--- src/rtl/rv32i_pkg.sv ---
// Shared RV32I constants and the fetch buffer entry layout.
package rv32i_pkg;

   localparam int XLEN = 32;
   localparam logic [XLEN-1:0] NOP_INSTR = 32'h0000_0033;
   localparam logic [XLEN-1:0] RESET_PC_DEFAULT = 32'h0000_0000;

   typedef struct packed {
      logic [XLEN-1:0] pc;
      logic [XLEN-1:0] instr;
   } fetch_entry_t;

endpackage

--- src/rtl/fetch_fifo.sv ---
// Synchronous FIFO with flush; head data is read combinationally.
module fetch_fifo #(
   parameter int DEPTH = 2,
   parameter int WIDTH = 32
) (
   input  logic                       clk,
   input  logic                       rst,
   input  logic                       i_push,
   input  logic [WIDTH-1:0]           i_data,
   input  logic                       i_pop,
   input  logic                       i_flush,
   output logic [WIDTH-1:0]           o_data,
   output logic                       o_full,
   output logic                       o_empty,
   output logic [$clog2(DEPTH):0]     o_count
);

   localparam int AW = (DEPTH > 1) ? $clog2(DEPTH) : 1;
   localparam int CW = $clog2(DEPTH) + 1;

   logic [WIDTH-1:0] r_mem [DEPTH];
   logic [AW-1:0]    r_wrPtr;
   logic [AW-1:0]    r_rdPtr;
   logic [CW-1:0]    r_count;
   logic             w_doPush;
   logic             w_doPop;

   assign o_full   = (r_count == CW'(DEPTH));
   assign o_empty  = (r_count == '0);
   assign o_count  = r_count;
   assign o_data   = r_mem[r_rdPtr];

   // A full FIFO still accepts a push when the head leaves in the same cycle.
   assign w_doPush = i_push && (!o_full || i_pop);
   assign w_doPop  = i_pop && !o_empty;

   always_ff @(posedge clk or negedge rst) begin
      if (!rst) begin
         r_wrPtr <= '0;
         r_rdPtr <= '0;
         r_count <= '0;
      end else if (i_flush) begin
         r_wrPtr <= '0;
         r_rdPtr <= '0;
         r_count <= '0;
      end else begin
         if (w_doPush) r_wrPtr <= r_wrPtr + AW'(1);
         if (w_doPop)  r_rdPtr <= r_rdPtr + AW'(1);
         r_count <= r_count + CW'(w_doPush) - CW'(w_doPop);
      end
   end

   always_ff @(posedge clk) begin
      if (w_doPush && !i_flush) r_mem[r_wrPtr] <= i_data;
   end

endmodule

--- src/rtl/if_fetch_unit.sv ---
// RV32I instruction fetch front end: credit-limited imem requests, in-order
// responses matched to a PC queue, and a small instruction buffer feeding IF/ID.
module if_fetch_unit
   import rv32i_pkg::*;
#(
   parameter logic [31:0] RESET_PC        = RESET_PC_DEFAULT,
   parameter int          BUF_DEPTH       = 2,
   parameter int          MAX_OUTSTANDING = 2
) (
   input  logic        clk,
   input  logic        rst,
   output logic        imem_req_valid,
   input  logic        imem_req_ready,
   output logic [31:0] imem_req_addr,
   input  logic        imem_rsp_valid,
   input  logic [31:0] imem_rsp_data,
   input  logic        redirect_valid,
   input  logic [31:0] redirect_pc,
   input  logic        stall,
   output logic [31:0] InstrF,
   output logic [31:0] PCF,
   output logic [31:0] PCPlus4F,
   output logic        fetch_empty
);

   localparam int CW = $clog2(BUF_DEPTH) + 1;
   localparam int PW = $clog2(MAX_OUTSTANDING) + 1;

   logic [31:0]    r_fetchPc;
   logic [CW-1:0]  r_outstanding;
   logic [CW-1:0]  r_killCount;

   logic           w_reqFire;
   logic           w_killActive;
   logic           w_rspKeep;
   logic [CW:0]    w_credits;
   logic [31:0]    w_pcqHead;
   logic           w_pcqFull;
   logic           w_pcqEmpty;
   logic [PW-1:0]  w_pcqCount;
   fetch_entry_t   w_bufHead;
   fetch_entry_t   w_bufIn;
   logic           w_bufPop;
   logic           w_bufFull;
   logic           w_bufEmpty;
   logic [CW-1:0]  w_bufCount;

   // Credits count both in-flight requests and buffered instructions so every
   // surviving response is guaranteed a buffer slot.
   assign w_credits      = {1'b0, r_outstanding} + {1'b0, w_bufCount};
   assign imem_req_valid = rst && !redirect_valid && !w_pcqFull
                           && (r_outstanding < CW'(MAX_OUTSTANDING))
                           && (w_credits < (CW+1)'(BUF_DEPTH));
   assign imem_req_addr  = r_fetchPc;
   assign w_reqFire      = imem_req_valid && imem_req_ready;

   assign w_killActive   = (r_killCount != '0);
   assign w_rspKeep      = imem_rsp_valid && !w_killActive && !redirect_valid;
   assign w_bufPop       = !stall && !w_bufEmpty && !redirect_valid;
   assign w_bufIn        = '{pc: w_pcqHead, instr: imem_rsp_data};

   fetch_fifo #(.DEPTH(MAX_OUTSTANDING), .WIDTH(32)) u_pcQueue (
      .clk     (clk),
      .rst     (rst),
      .i_push  (w_reqFire),
      .i_data  (r_fetchPc),
      .i_pop   (w_rspKeep),
      .i_flush (redirect_valid),
      .o_data  (w_pcqHead),
      .o_full  (w_pcqFull),
      .o_empty (w_pcqEmpty),
      .o_count (w_pcqCount)
   );

   fetch_fifo #(.DEPTH(BUF_DEPTH), .WIDTH(64)) u_instrBuf (
      .clk     (clk),
      .rst     (rst),
      .i_push  (w_rspKeep),
      .i_data  (w_bufIn),
      .i_pop   (w_bufPop),
      .i_flush (redirect_valid),
      .o_data  (w_bufHead),
      .o_full  (w_bufFull),
      .o_empty (w_bufEmpty),
      .o_count (w_bufCount)
   );

   // On redirect every request still in flight is wrong-path, minus the one
   // answering this very cycle, which is dropped on the spot.
   always_ff @(posedge clk or negedge rst) begin
      if (!rst) begin
         r_fetchPc     <= RESET_PC;
         r_outstanding <= '0;
         r_killCount   <= '0;
      end else if (redirect_valid) begin
         r_fetchPc     <= redirect_pc;
         r_outstanding <= r_outstanding - CW'(imem_rsp_valid);
         r_killCount   <= r_outstanding - CW'(imem_rsp_valid);
      end else begin
         if (w_reqFire) r_fetchPc <= r_fetchPc + 32'd4;
         r_outstanding <= r_outstanding + CW'(w_reqFire) - CW'(imem_rsp_valid);
         if (imem_rsp_valid && w_killActive) r_killCount <= r_killCount - CW'(1);
      end
   end

   assign fetch_empty = w_bufEmpty;
   assign InstrF      = w_bufEmpty ? NOP_INSTR : w_bufHead.instr;
   assign PCF         = w_bufEmpty ? 32'h0 : w_bufHead.pc;
   assign PCPlus4F    = w_bufEmpty ? 32'h0 : (w_bufHead.pc + 32'd4);

   a_rspWithoutRequest: assert property (@(posedge clk) disable iff (!rst)
      imem_rsp_valid |-> (r_outstanding != '0));

   a_rspHasPc: assert property (@(posedge clk) disable iff (!rst)
      w_rspKeep |-> !w_pcqEmpty);

   a_bufHasRoom: assert property (@(posedge clk) disable iff (!rst)
      w_rspKeep |-> (!w_bufFull || w_bufPop));

   a_pcqTracksOutstanding: assert property (@(posedge clk) disable iff (!rst)
      CW'(w_pcqCount) <= r_outstanding);

endmodule

--- config.mk ---
export PLATFORM = sky130hd
export DESIGN_NAME = if_fetch_unit
export DESIGN_NICKNAME = d
export VERILOG_FILES = /design/src/rtl/rv32i_pkg.sv /design/src/rtl/fetch_fifo.sv /design/src/rtl/if_fetch_unit.sv
export SDC_FILE = /design/constraint.sdc
export NUM_CORES = 1
export LEC_CHECK = 0
export BUFFER_PORTS_ARGS = -buffer_cell sky130_fd_sc_hd__buf_4
export CAP_MARGIN = 20
export CORE_UTILIZATION = 25
export CTS_BUF_LIST = sky130_fd_sc_hd__clkbuf_4
export CTS_CLUSTER_DIAMETER = 40
export CTS_CLUSTER_SIZE = 12
export DETAILED_ROUTE_END_ITERATION = 16
export GPL_ROUTABILITY_DRIVEN = 1
export GPL_TIMING_DRIVEN = 0
export SETUP_SLACK_MARGIN = 0.02
export SLEW_MARGIN = 20
export SYNTH_ARGS = -nofsm -noshare
export SYNTH_HDL_FRONTEND = slang
export SYNTH_SLANG_ARGS = --single-unit
--- constraint.sdc ---
create_clock -name clk -period 5.9 [get_ports clk]
set_clock_uncertainty 0.1 [all_clocks]
set_input_delay 0.59 -clock clk [delete_from_list [all_inputs] [get_ports clk]]
set_output_delay 0.59 -clock clk [all_outputs]
set_load 0.01 [all_outputs]
==> metrics.yaml <==
tightest_slew_ps: 771
cts_inserted_buffers: 39
synth_nets: 920
seq_area_um2: 6870
hp-class: "primary input to register"
rsz0062_at_grt: "no"
ys_async_sr_fraction: 0.186
hp-start: "redirect_pc[4]"
max_freq_mhz: 213
worstReg2RegStart: "u_instrBuf.o_count[0]"
holdPathStages: 3
routed.top_layer: "met4"
yosysTopAreaCellShare: 0.535
hold_end: "imem_req_addr[4]"
ys_types: 62
post-dp-hpwl_um: 23300
maxSlewViolCount: 0
vias: 8034
totalWireLength_um: 31800
grt_overflow: 0
cts_resized: 0
clkLatencyLatePin_ps: 720
setup_viol: 0
synth_edf_count: 192
endpoint_kind: "primary output"
first_pass_iters: 5
drt-met1-wl_um: 14100
start_util: 0.255
crit_path_max_fanout: 10
drcViolationCount: 0
cts_tree: "yes"
core_um2: 42200
ys.flop_type: "edfxtp_1"
ys_top_cells_by_area: "edfxtp_1 53%, dfrtp_1 10%, mux2i_1 5.6%"
nets: 1231
wl_met2_um: 14500
syn-cell-area_um2: 10800
ys_warn_count: 0
finalHoldViolations: 0
setup_ws_ps: 1210
r2r_slack_ps: 2120
clk_pin_slew_worst_paths_ps: 110
pre_cts_ws_ps: 1870
ant_nets: 0
rr_worst_depth: 12
port_buffers: 198
n_fill_cell: 4245
cp.required_ps: 5210
die-width_um: 210
area_growth_pct: 32.2
grt_pass1_wl_um: 47200
avgRoutedWirePerCell_um: 18.5
cts_sinks: 236
seq_area_frac_synth: 0.637
cp-start-kind: "register"
drive_above_1_share: 0.296
multi_input_area_um2: 3670
via_per_inst: 4.66
max_cap_viol_count: 0
arrival_ps: 4000
status: "complete, no violations"
clockBufferDepth: 3
io_pins: 200
synth-seq-cells: 236
grt_pass1_vias: 7816
setup.worst_path.class: "register to primary output"
powerDensity_nw_per_um2: 316
synth.avg_cell_area_um2: 12.9
fin_crit_sh: 0.795
drt_iter0_drc: 443
setup_tns_ps: 0
p_leak_nw: 5.31
post-route-min-period_ps: 4690
track_usage: 0.143
die_area_um2: 44000
timing.rr.end: "u_pcQueue.r_mem[1][23]"
relSlewSlack: 0.486
antenna_found_initial: 2
finalPower_mw: 4.51
dieHeight_um: 210
syn_inst: 839
clockRootBuffer: "clkbuf_4"
peakVddDrop_mv: 0.119
rows: 75
grt_start_max_net_pins: 46
htreeDepth: 2
synth_top_area_cell: "edfxtp_1"
gp_congestion: 0.833
met3_length_um: 2190
-- cell usage after synthesis, types with 6 or more instances --
cell type,n
o21ai_0,34
xnor2_1,13
ha_1,10
nand2b_1,9
mux2_2,42
nor3_1,13
a21oi_1,12
nand4_1,20
o211ai_1,7
dfrtp_1,44
nand3_1,41
inv_1,13
buf_4,8
clkbuf_1,19
o31ai_1,7
edfxtp_1,192
nor2b_1,8
xor2_1,12
buf_2,14
and2_1,16
and3_1,6
nor2_1,87
nand2_1,69
mux2i_1,60
-- how the worst max path moves through the flow --
stage                       endpoint                   from  slack [ps]
2_1_floorplan  u_pcQueue.r_mem[1][0]  u_instrBuf.o_count[0]         950
3_3_place_gp   u_pcQueue.r_mem[1][2]                    rst       -1030
3_5_place_dp   u_pcQueue.r_mem[1][0]                    rst        1870
4_1_cts                 PCPlus4F[30]     u_instrBuf.r_rdPtr        1090
5_1_grt                 PCPlus4F[30]     u_instrBuf.r_rdPtr         920
6_report                PCPlus4F[30]     u_instrBuf.r_rdPtr        1210
-- routing by layer --
metal | global-route usage | vias up
li1 | - | 3790
met1 | 0.188 | 3888
met2 | 0.228 | 297
met5 | 0 | -
met4 | 0.0546 | 0
met3 | 0.0340 | 59
-- report_power, final --
group	internal (mW)	leakage, nW	switching, mW
clock	0.423	0.302	0.680
sequential	1.96	2.28	0.111
combinational	0.578	2.72	0.761
-- metrics by stage --
stage	instances	hold WS (ps)	instance area (um2)	util
2_1_floorplan	839	194	10800	-
3_3_place_gp	1576	374	12900	0.306
3_5_place_dp	1585	395	13100	0.310
4_1_cts	1720	1.59	14200	0.337
5_1_grt	1723	-2.35	14300	0.338
6_report	1723	50.1	14300	0.338
-- repair_timing --
| action | 4_1_cts | 5_1_grt |
|---|---|---|
| setup buffers | 0 | 0 |
| hold endpoints to repair | 138 | 0 |
| hold buffers | 63 | 0 |
-- state kept, by name, summed over array words and instances, names as in the netlist --
register	count
u_pcQueue.r_rdPtr	1
imem_req_addr	32
u_instrBuf.o_count	2
u_pcQueue.r_wrPtr	1
u_instrBuf.r_rdPtr	1
u_pcQueue.r_mem	64
r_killCount	2
u_instrBuf.r_mem	128
u_instrBuf.r_wrPtr	1
u_pcQueue.o_count	2
r_outstanding	2
-- worst max-delay path, stage by stage, from the launching register on --
cell     delay, ps
dfrtp_1        330
buf_2          190
buf_4          190
buf_2          240
buf_2          330
mux2_2         250
ha_1           230
and3_1         160
buf_2          210
nand4_2        260
nor4b_2        390
mux2_1         360
buf_4          150
-- cell type report --
cell class,count,area share
flip-flops and latches,236,0.482
multi-input cells,543,0.257
repair buffers,270,0.157
well taps,539,0.0473
clock buffers,40,0.0211
clock inverters,32,0.0158
plain buffers,46,0.0154
inverters,14,0.00369
diodes,3,0.000527
-- cells by family (layout without fill, tap and decap cells) --
logic type	after synthesis	after routing	share of synthesized area
compound gates	100	100	0.0615
xor+xnor	25	25	0.0203
fa+ha+maj	11	11	0.0135
buf+inv	60	402	0.0253
flops	236	236	0.637
mux	103	103	0.101
other cells	0	3	0
simple gates	304	304	0.142
-- cell usage in the layout, fill, tap and decap left out, types with 9 or more instances in the layout --
master	netlist	layout
inv_1	13	13
nand2b_1	9	9
mux2i_1	60	60
dlygate4sd3_1	0	63
dfrtp_1	44	44
nand4_1	20	20
xnor2_1	13	13
nand3_1	41	41
buf_4	8	207
and2_1	16	15
o21ai_0	34	34
ha_1	10	10
a21oi_1	12	12
mux2_2	42	42
clkbuf_4	0	40
clkinv_1	0	11
clkbuf_1	19	19
nor3_1	13	13
edfxtp_1	192	192
buf_2	14	14
xor2_1	12	12
nand2_1	69	69
nor2_1	87	87
(Power assumes the default switching activity.)
